`config.mk`:
```
export PLATFORM = sky130hd
export DESIGN_NAME = uart_transmitter
export DESIGN_NICKNAME = d
export VERILOG_FILES = /design/src/rtl/uart_transmitter.sv
export SDC_FILE = /design/constraint.sdc
export NUM_CORES = 1
export LEC_CHECK = 0
export ABC_AREA = 1
export CAP_MARGIN = 20
export CORE_MARGIN = 2
export CORE_UTILIZATION = 45
export CTS_BUF_LIST = sky130_fd_sc_hd__clkbuf_8
export DETAILED_ROUTE_END_ITERATION = 10
export PLACE_DENSITY = 0.62
export SYNTH_ARGS = -nofsm -noshare
export SYNTH_HDL_FRONTEND = slang
export SYNTH_SLANG_ARGS = --single-unit
```
`constraint.sdc`:
```
create_clock -name clk -period 2.3 [get_ports clk]
set_input_delay 0.345 -clock clk [delete_from_list [all_inputs] [get_ports clk]]
set_output_delay 0.345 -clock clk [all_outputs]
set_load 0.05 [all_outputs]
```
`src/rtl/uart_transmitter.sv`:
```
// UART transmit path: valid/ready FIFO feeding a start/data/parity/stop serialiser,
// with bit timing from a 17-bit NCO and a 16x oversampling tick.
module uart_transmitter #(
  parameter int EIGHT_BIT_DATA = 8,
  parameter int PARITY_BIT     = 0,
  parameter int STOP_BIT       = 2,
  parameter int DEFAULT_BDR    = 115200,
  parameter int SYS_CLK_DIV2   = 100_000_000,
  parameter int FIFO_DEPTH     = 4
) (
  input  logic                      clk,
  input  logic                      rst_n,
  input  logic [EIGHT_BIT_DATA-1:0] data,
  input  logic                      valid,
  output logic                      ready,
  output logic                      txd,
  output logic                      busy,
  output logic                      done
);

  localparam int AW = $clog2(FIFO_DEPTH);
  localparam longint unsigned NCO_FULL =
    (64'd16 * 64'(DEFAULT_BDR) * 64'd65536) / 64'(SYS_CLK_DIV2);
  localparam logic [16:0] NCO_INC = NCO_FULL[16:0];

  typedef enum logic [2:0] {
    IDLE        = 3'd0,
    START_BIT   = 3'd1,
    SEND_DATA   = 3'd2,
    SEND_PARITY = 3'd3,
    SEND_STOP   = 3'd4,
    DONE        = 3'd5
  } state_t;

  function automatic logic parity_step(input logic acc, input logic bit_in);
    return acc ^ bit_in;
  endfunction

  logic [16:0]               acc_r;
  logic                      acc_msb_d_r;
  logic                      tick_r;
  logic [3:0]                tick_cnt_r;
  logic [EIGHT_BIT_DATA-1:0] mem_r [FIFO_DEPTH];
  logic [AW:0]               wptr_r;
  logic [AW:0]               rptr_r;
  state_t                    state_r;
  state_t                    state_nxt_s;
  logic [EIGHT_BIT_DATA-1:0] shift_r;
  logic [EIGHT_BIT_DATA-1:0] shift_nxt_s;
  logic                      par_r;
  logic                      par_nxt_s;
  logic [3:0]                bit_cnt_r;
  logic [3:0]                bit_cnt_nxt_s;
  logic [1:0]                stop_cnt_r;
  logic [1:0]                stop_cnt_nxt_s;
  logic                      txd_r;
  logic                      txd_nxt_s;
  logic                      done_r;
  logic                      full_s;
  logic                      empty_s;
  logic                      pop_s;
  logic                      push_s;
  logic                      boundary_s;

  assign empty_s    = (wptr_r == rptr_r);
  assign full_s     = (wptr_r[AW] != rptr_r[AW]) && (wptr_r[AW-1:0] == rptr_r[AW-1:0]);
  assign pop_s      = (state_r == IDLE) && tick_r && !empty_s;
  // A pop in the same cycle frees a slot, so a full FIFO can still take a word then.
  assign ready      = !full_s || pop_s;
  assign push_s     = valid && ready;
  assign boundary_s = tick_r && (tick_cnt_r == 4'd15);

  assign txd  = txd_r;
  assign done = done_r;
  assign busy = (state_r != IDLE) || !empty_s;

  // NCO accumulator and registered rising-edge detect of its MSB
  always_ff @(posedge clk or negedge rst_n) begin
    if (!rst_n) begin
      acc_r       <= 17'h10000;
      acc_msb_d_r <= 1'b1;
      tick_r      <= 1'b0;
    end else begin
      acc_r       <= acc_r + NCO_INC;
      acc_msb_d_r <= acc_r[16];
      tick_r      <= acc_r[16] && !acc_msb_d_r;
    end
  end

  // Oversampling counter, parked at zero while idle
  always_ff @(posedge clk or negedge rst_n) begin
    if (!rst_n) begin
      tick_cnt_r <= 4'd0;
    end else if (state_r == IDLE) begin
      tick_cnt_r <= 4'd0;
    end else if (tick_r) begin
      tick_cnt_r <= tick_cnt_r + 4'd1;
    end else begin
      tick_cnt_r <= tick_cnt_r;
    end
  end

  // FIFO pointers
  always_ff @(posedge clk or negedge rst_n) begin
    if (!rst_n) begin
      wptr_r <= '0;
      rptr_r <= '0;
    end else begin
      if (push_s) begin
        wptr_r <= wptr_r + (AW+1)'(1);
      end
      if (pop_s) begin
        rptr_r <= rptr_r + (AW+1)'(1);
      end
    end
  end

  // FIFO storage
  always_ff @(posedge clk) begin
    if (push_s) begin
      mem_r[wptr_r[AW-1:0]] <= data;
    end
  end

  // Frame FSM state and datapath registers
  always_ff @(posedge clk or negedge rst_n) begin
    if (!rst_n) begin
      state_r    <= IDLE;
      shift_r    <= '0;
      par_r      <= 1'b0;
      bit_cnt_r  <= 4'd0;
      stop_cnt_r <= 2'd0;
      txd_r      <= 1'b1;
      done_r     <= 1'b0;
    end else begin
      state_r    <= state_nxt_s;
      shift_r    <= shift_nxt_s;
      par_r      <= par_nxt_s;
      bit_cnt_r  <= bit_cnt_nxt_s;
      stop_cnt_r <= stop_cnt_nxt_s;
      txd_r      <= txd_nxt_s;
      done_r     <= (state_nxt_s == DONE);
    end
  end

  // Next-state and datapath updates; all transitions except IDLE/DONE happen on bit boundaries
  always_comb begin
    state_nxt_s    = state_r;
    shift_nxt_s    = shift_r;
    par_nxt_s      = par_r;
    bit_cnt_nxt_s  = bit_cnt_r;
    stop_cnt_nxt_s = stop_cnt_r;
    case (state_r)
      IDLE: begin
        if (pop_s) begin
          shift_nxt_s    = mem_r[rptr_r[AW-1:0]];
          par_nxt_s      = 1'b0;
          bit_cnt_nxt_s  = 4'd0;
          stop_cnt_nxt_s = 2'd0;
          state_nxt_s    = START_BIT;
        end else begin
          state_nxt_s = IDLE;
        end
      end
      START_BIT: begin
        if (boundary_s) begin
          state_nxt_s = SEND_DATA;
        end else begin
          state_nxt_s = START_BIT;
        end
      end
      SEND_DATA: begin
        if (boundary_s) begin
          shift_nxt_s   = shift_r >> 1;
          par_nxt_s     = parity_step(par_r, shift_r[0]);
          bit_cnt_nxt_s = bit_cnt_r + 4'd1;
          if (bit_cnt_r == 4'(EIGHT_BIT_DATA-1)) begin
            state_nxt_s = (PARITY_BIT != 0) ? SEND_PARITY : SEND_STOP;
          end else begin
            state_nxt_s = SEND_DATA;
          end
        end else begin
          state_nxt_s = SEND_DATA;
        end
      end
      SEND_PARITY: begin
        if (boundary_s) begin
          state_nxt_s = SEND_STOP;
        end else begin
          state_nxt_s = SEND_PARITY;
        end
      end
      SEND_STOP: begin
        if (boundary_s) begin
          if (stop_cnt_r == 2'(STOP_BIT-1)) begin
            state_nxt_s = DONE;
          end else begin
            stop_cnt_nxt_s = stop_cnt_r + 2'd1;
            state_nxt_s    = SEND_STOP;
          end
        end else begin
          state_nxt_s = SEND_STOP;
        end
      end
      DONE: begin
        state_nxt_s = IDLE;
      end
      default: begin
        state_nxt_s = IDLE;
      end
    endcase
  end

  // Line level for the upcoming cycle, so txd comes straight from a flop
  always_comb begin
    txd_nxt_s = 1'b1;
    case (state_nxt_s)
      START_BIT:   txd_nxt_s = 1'b0;
      SEND_DATA:   txd_nxt_s = shift_nxt_s[0];
      SEND_PARITY: txd_nxt_s = par_nxt_s;
      IDLE:        txd_nxt_s = 1'b1;
      SEND_STOP:   txd_nxt_s = 1'b1;
      DONE:        txd_nxt_s = 1'b1;
      default:     txd_nxt_s = 1'b1;
    endcase
  end

endmodule
```
==> run summary, run 1 <==
Outcome - finished clean
CP max-delay cell - dfrtp_1
XOR/XNOR Fraction of Synth Area - 5.54%
Post-CTS Resized - 0
Worst-margin pin slew - 558 ps
Largest family of logic cells by synthesized area - simple AND/OR/NAND/NOR gates
Fraction of layout cells with a size suffix above 1 - 18.7%
Worst EP arrival - 1690 ps
Tmin final - 2030 ps
Syn avg cell area - 10.6 sq um
Area Overhead vs Synth - 12.7%
Antenna violations before repair - 0
Global-route wire length before repair - 11500 um
Largest net degree at the start of global routing - 26
Routed length per instance - 13.4 um
Mapped Area - 3820 sq um
Vias in the first global route - 2473
Yosys cell types - 42
Int Pwr - 2250 uW
Initial DRT Pass Iterations - 4
EDFF count, synth - 32
CP Max Fanout - 11
Row Count - 33
ANT nets after route - 0
CTS clk-pin slew, worst paths - 80 ps
GR Util met1 - 22.7%
GR peak layer - met2
PnR Total Power - 3160 uW
Adder-cell share of the synthesized area - 2.95%
Crit path kind - flip-flop to primary output
Most frequent cell on the critical path - nand2_4
Final wirelength - 6650 um
Worst path max stage delay - 520 ps
Peak VDD IR - 0.617 mV
Sw power - 914 uW
Crit path cell chain - inv_4 -> nand2_1 -> nand2_2 -> nand3_2 -> nand2_4 -> nand2_4 -> buf_12
CTS tree - done
RD Place Congestion - 0.863
Synth warn - 0
CTS Buffer Depth - 2
Crit share post-route - 88.3%
Root Driver - clkbuf_8
Syn Inst Count - 359
Hold Fails Final Rpt - 0
# setup viols final - 0
Yosys reg bits - 81
Required time of the critical path - 1960 ps
Cts bufs inserted - 9
# IOs - 15
Global routing met2 resource utilization - 25.2%
MaxCap Viol Count - 0
CP top delay family - flip-flops
Drt via density - 4.99
Leakage - 0.00190 uW
Fin util - 52.4%
Mux cell area share after synthesis - 0.262%
Via count - 2475
Compound-cell area share of the yosys netlist - 8.16%
Die area - 9240 sq um
Die Width - 96.1 um
Simple-gate share of the synthesized area - 20.2%
Seq pwr share - 54.5%
Sequential fraction of the synthesis area - 57.4%
Total GRT Usage - 16.5%
Cell Area, Placed - 4100 sq um
H-tree Lvls - 3
Comb pwr share - 13.9%
Flop-to-flop setup slack - 510 ps
Max-slew violations - 0
Detailed Place HPWL - 4940 um
CTS sink cnt - 81
TNS Setup - 0 ps
Clock Skews - 11.4 ps
Main synth FF type - dfrtp_1
Design area - 4300 sq um
Core ar. - 8220 sq um
CP Buf/Inv Count - 2
PortBufs - 14
DR DRC count - 0
Worst rel slew slack - 62.8%
Ant. Diodes - 0
Fmax - 493 MHz
Hold WC Path Type - flip-flop to flip-flop
PwrDens - 735 nW/um^2
Total grt overflow - 0
Clock power frac - 31.6%
Kind of end point of the critical path - primary output
Iter 0 DRT Violations - 89
Die Y-Extent - 96.1 um
Nets@finish - 406
Switching portion of total power - 28.9%
Ys async rst share - 60.5%
Initial core utilization - 46.5%
RSZ-0062 raised after global routing - no
Latest clock arrival within the worst-skew pair - 350 ps
GR Util met3 - 4.07%
CP Launch Type - flip-flop
Post-Syn Nets - 379
stage by stage:
| stage | cells | hold slack [ps] | worst slack, ps |
|---|---|---|---|
| 5_1_grt | 496 | 393 | 121 |
| 4_1_cts | 496 | 388 | 234 |
| 2_1_floorplan | 359 | 49.4 | 412 |
| 6_report | 496 | 385 | 270 |
| 3_5_place_dp | 479 | 374 | 496 |
| 3_3_place_gp | 479 | 367 | 564 |
cells in the mapped netlist, drive strengths merged, types with 5 or more instances:
| master | count | area (sq um) |
|---|---|---|
| ha | 9 | 113 |
| dfrtp | 46 | 1150 |
| buf | 5 | 43.8 |
| o22ai | 8 | 50.1 |
| o21ai | 26 | 134 |
| a21oi | 12 | 71.3 |
| xor2 | 19 | 166 |
| nand2 | 59 | 272 |
| nand3 | 32 | 213 |
| nand4 | 6 | 43.8 |
| nor2 | 41 | 205 |
| edfxtp | 32 | 961 |
| inv | 41 | 159 |
area by class of cell:
cell class | count | area (sq um)
fill | 738 | 3910
clock inverter | 7 | 71.3
multi-input combinational | 230 | 1420
sequential | 81 | 2190
timing repair buffer | 22 | 205
tap | 105 | 131
inverter | 42 | 163
clock buffer | 9 | 124
routing by layer:
metal  share of wire (%)  vias to the layer above
met5                   0                        -
met4                 1.7                        0
met3                 3.3                        9
met2                  46                       45
met1                  49                     1163
li1                    -                     1258
cell families after synthesis:
| family | after synthesis |
|---|---|
| buf+inv | 48 |
| compound gates | 53 |
| fa+ha+maj | 9 |
| simple gates | 145 |
| flops | 81 |
| mux | 1 |
| xor+xnor | 22 |
worst reg2reg max path, cell delays in order, from the launching register on:
cell and delay, ps:
dfrtp_1 580, inv_4 100, nand2_1 90, nand2_2 70, nand3_2 100, nand2_4 110, nand2_4 110, nand2_4 90
nor2_1 100, buf_4 180
flip-flops by register name, indices dropped and copies added, names as in the netlist, 3 cells and up:
register,cells
rptr_r,3
acc_r,17
state_r,3
mem_r,32
tick_cnt_r,4
bit_cnt_r,4
wptr_r,3
shift_r,8
power groups by stage:
stage                     Clock, uW  Sequential, uW  Combinational (uW)
after global routing           1110            1740                 505
after CTS                      1040            1730                 451
after floorplan                   0            1730                 289
after detailed placement          0            1760                 449
after global placement            0            1760                 439
final                          1000            1720                 439
layout by cell type, fill, tap and decap left out, types with 2 or more instances in the layout:
master and count:
xnor2_1 2, clkinvlp_4 2, clkdlybuf4s50_1 11, edfxtp_1 32
inv_8 5, nor2_4 4, and3_1 2, nor2_2 2
nor3_1 4, nand3_2 8, a31oi_1 4, ha_1 9
dfstp_2 3, inv_2 5, buf_4 8, nand4_1 5
o21ai_0 22, o21ai_1 3, nand3_1 23, nand2_1 45
inv_4 2, a21oi_1 11, nor2_1 34, dfrtp_1 46
xor2_1 19, inv_1 34, o22ai_1 8, nand2_4 3
clkbuf_8 9, nand2_2 11
final timing paths:
check	from	endpoint	cells after the start
max in group asynchronous	rst_n	acc_r[16]	3
min in group asynchronous	rst_n	shift_r[4]	2
worst min-delay path	acc_r[16]	acc_msb_d_r	0
worst min register to register	acc_r[16]	acc_msb_d_r	0
worst max register to register	rptr_r[1]	mem_r[2][1]	9
worst max-delay path	rptr_r[1]	ready	7
what timing repair did:
item,4_1_cts,5_1_grt
hold buffers,1,0
setup endpoints to repair,0,0
buffers inserted,0,0
endpoints found under the hold margin,22,0
Note: power is estimated with default switching activity, not from simulation.
==> run 2: changes to the inputs <==
--- a/config.mk
+++ b/config.mk
@@ -9,7 +9,6 @@
 export CAP_MARGIN = 20
 export CORE_MARGIN = 2
 export CORE_UTILIZATION = 45
-export CTS_BUF_LIST = sky130_fd_sc_hd__clkbuf_8
 export DETAILED_ROUTE_END_ITERATION = 10
 export PLACE_DENSITY = 0.62
 export SYNTH_ARGS = -nofsm -noshare
==> results of run 2 <==
The final DEF is identical to that of run 1; final timing and power are the same.
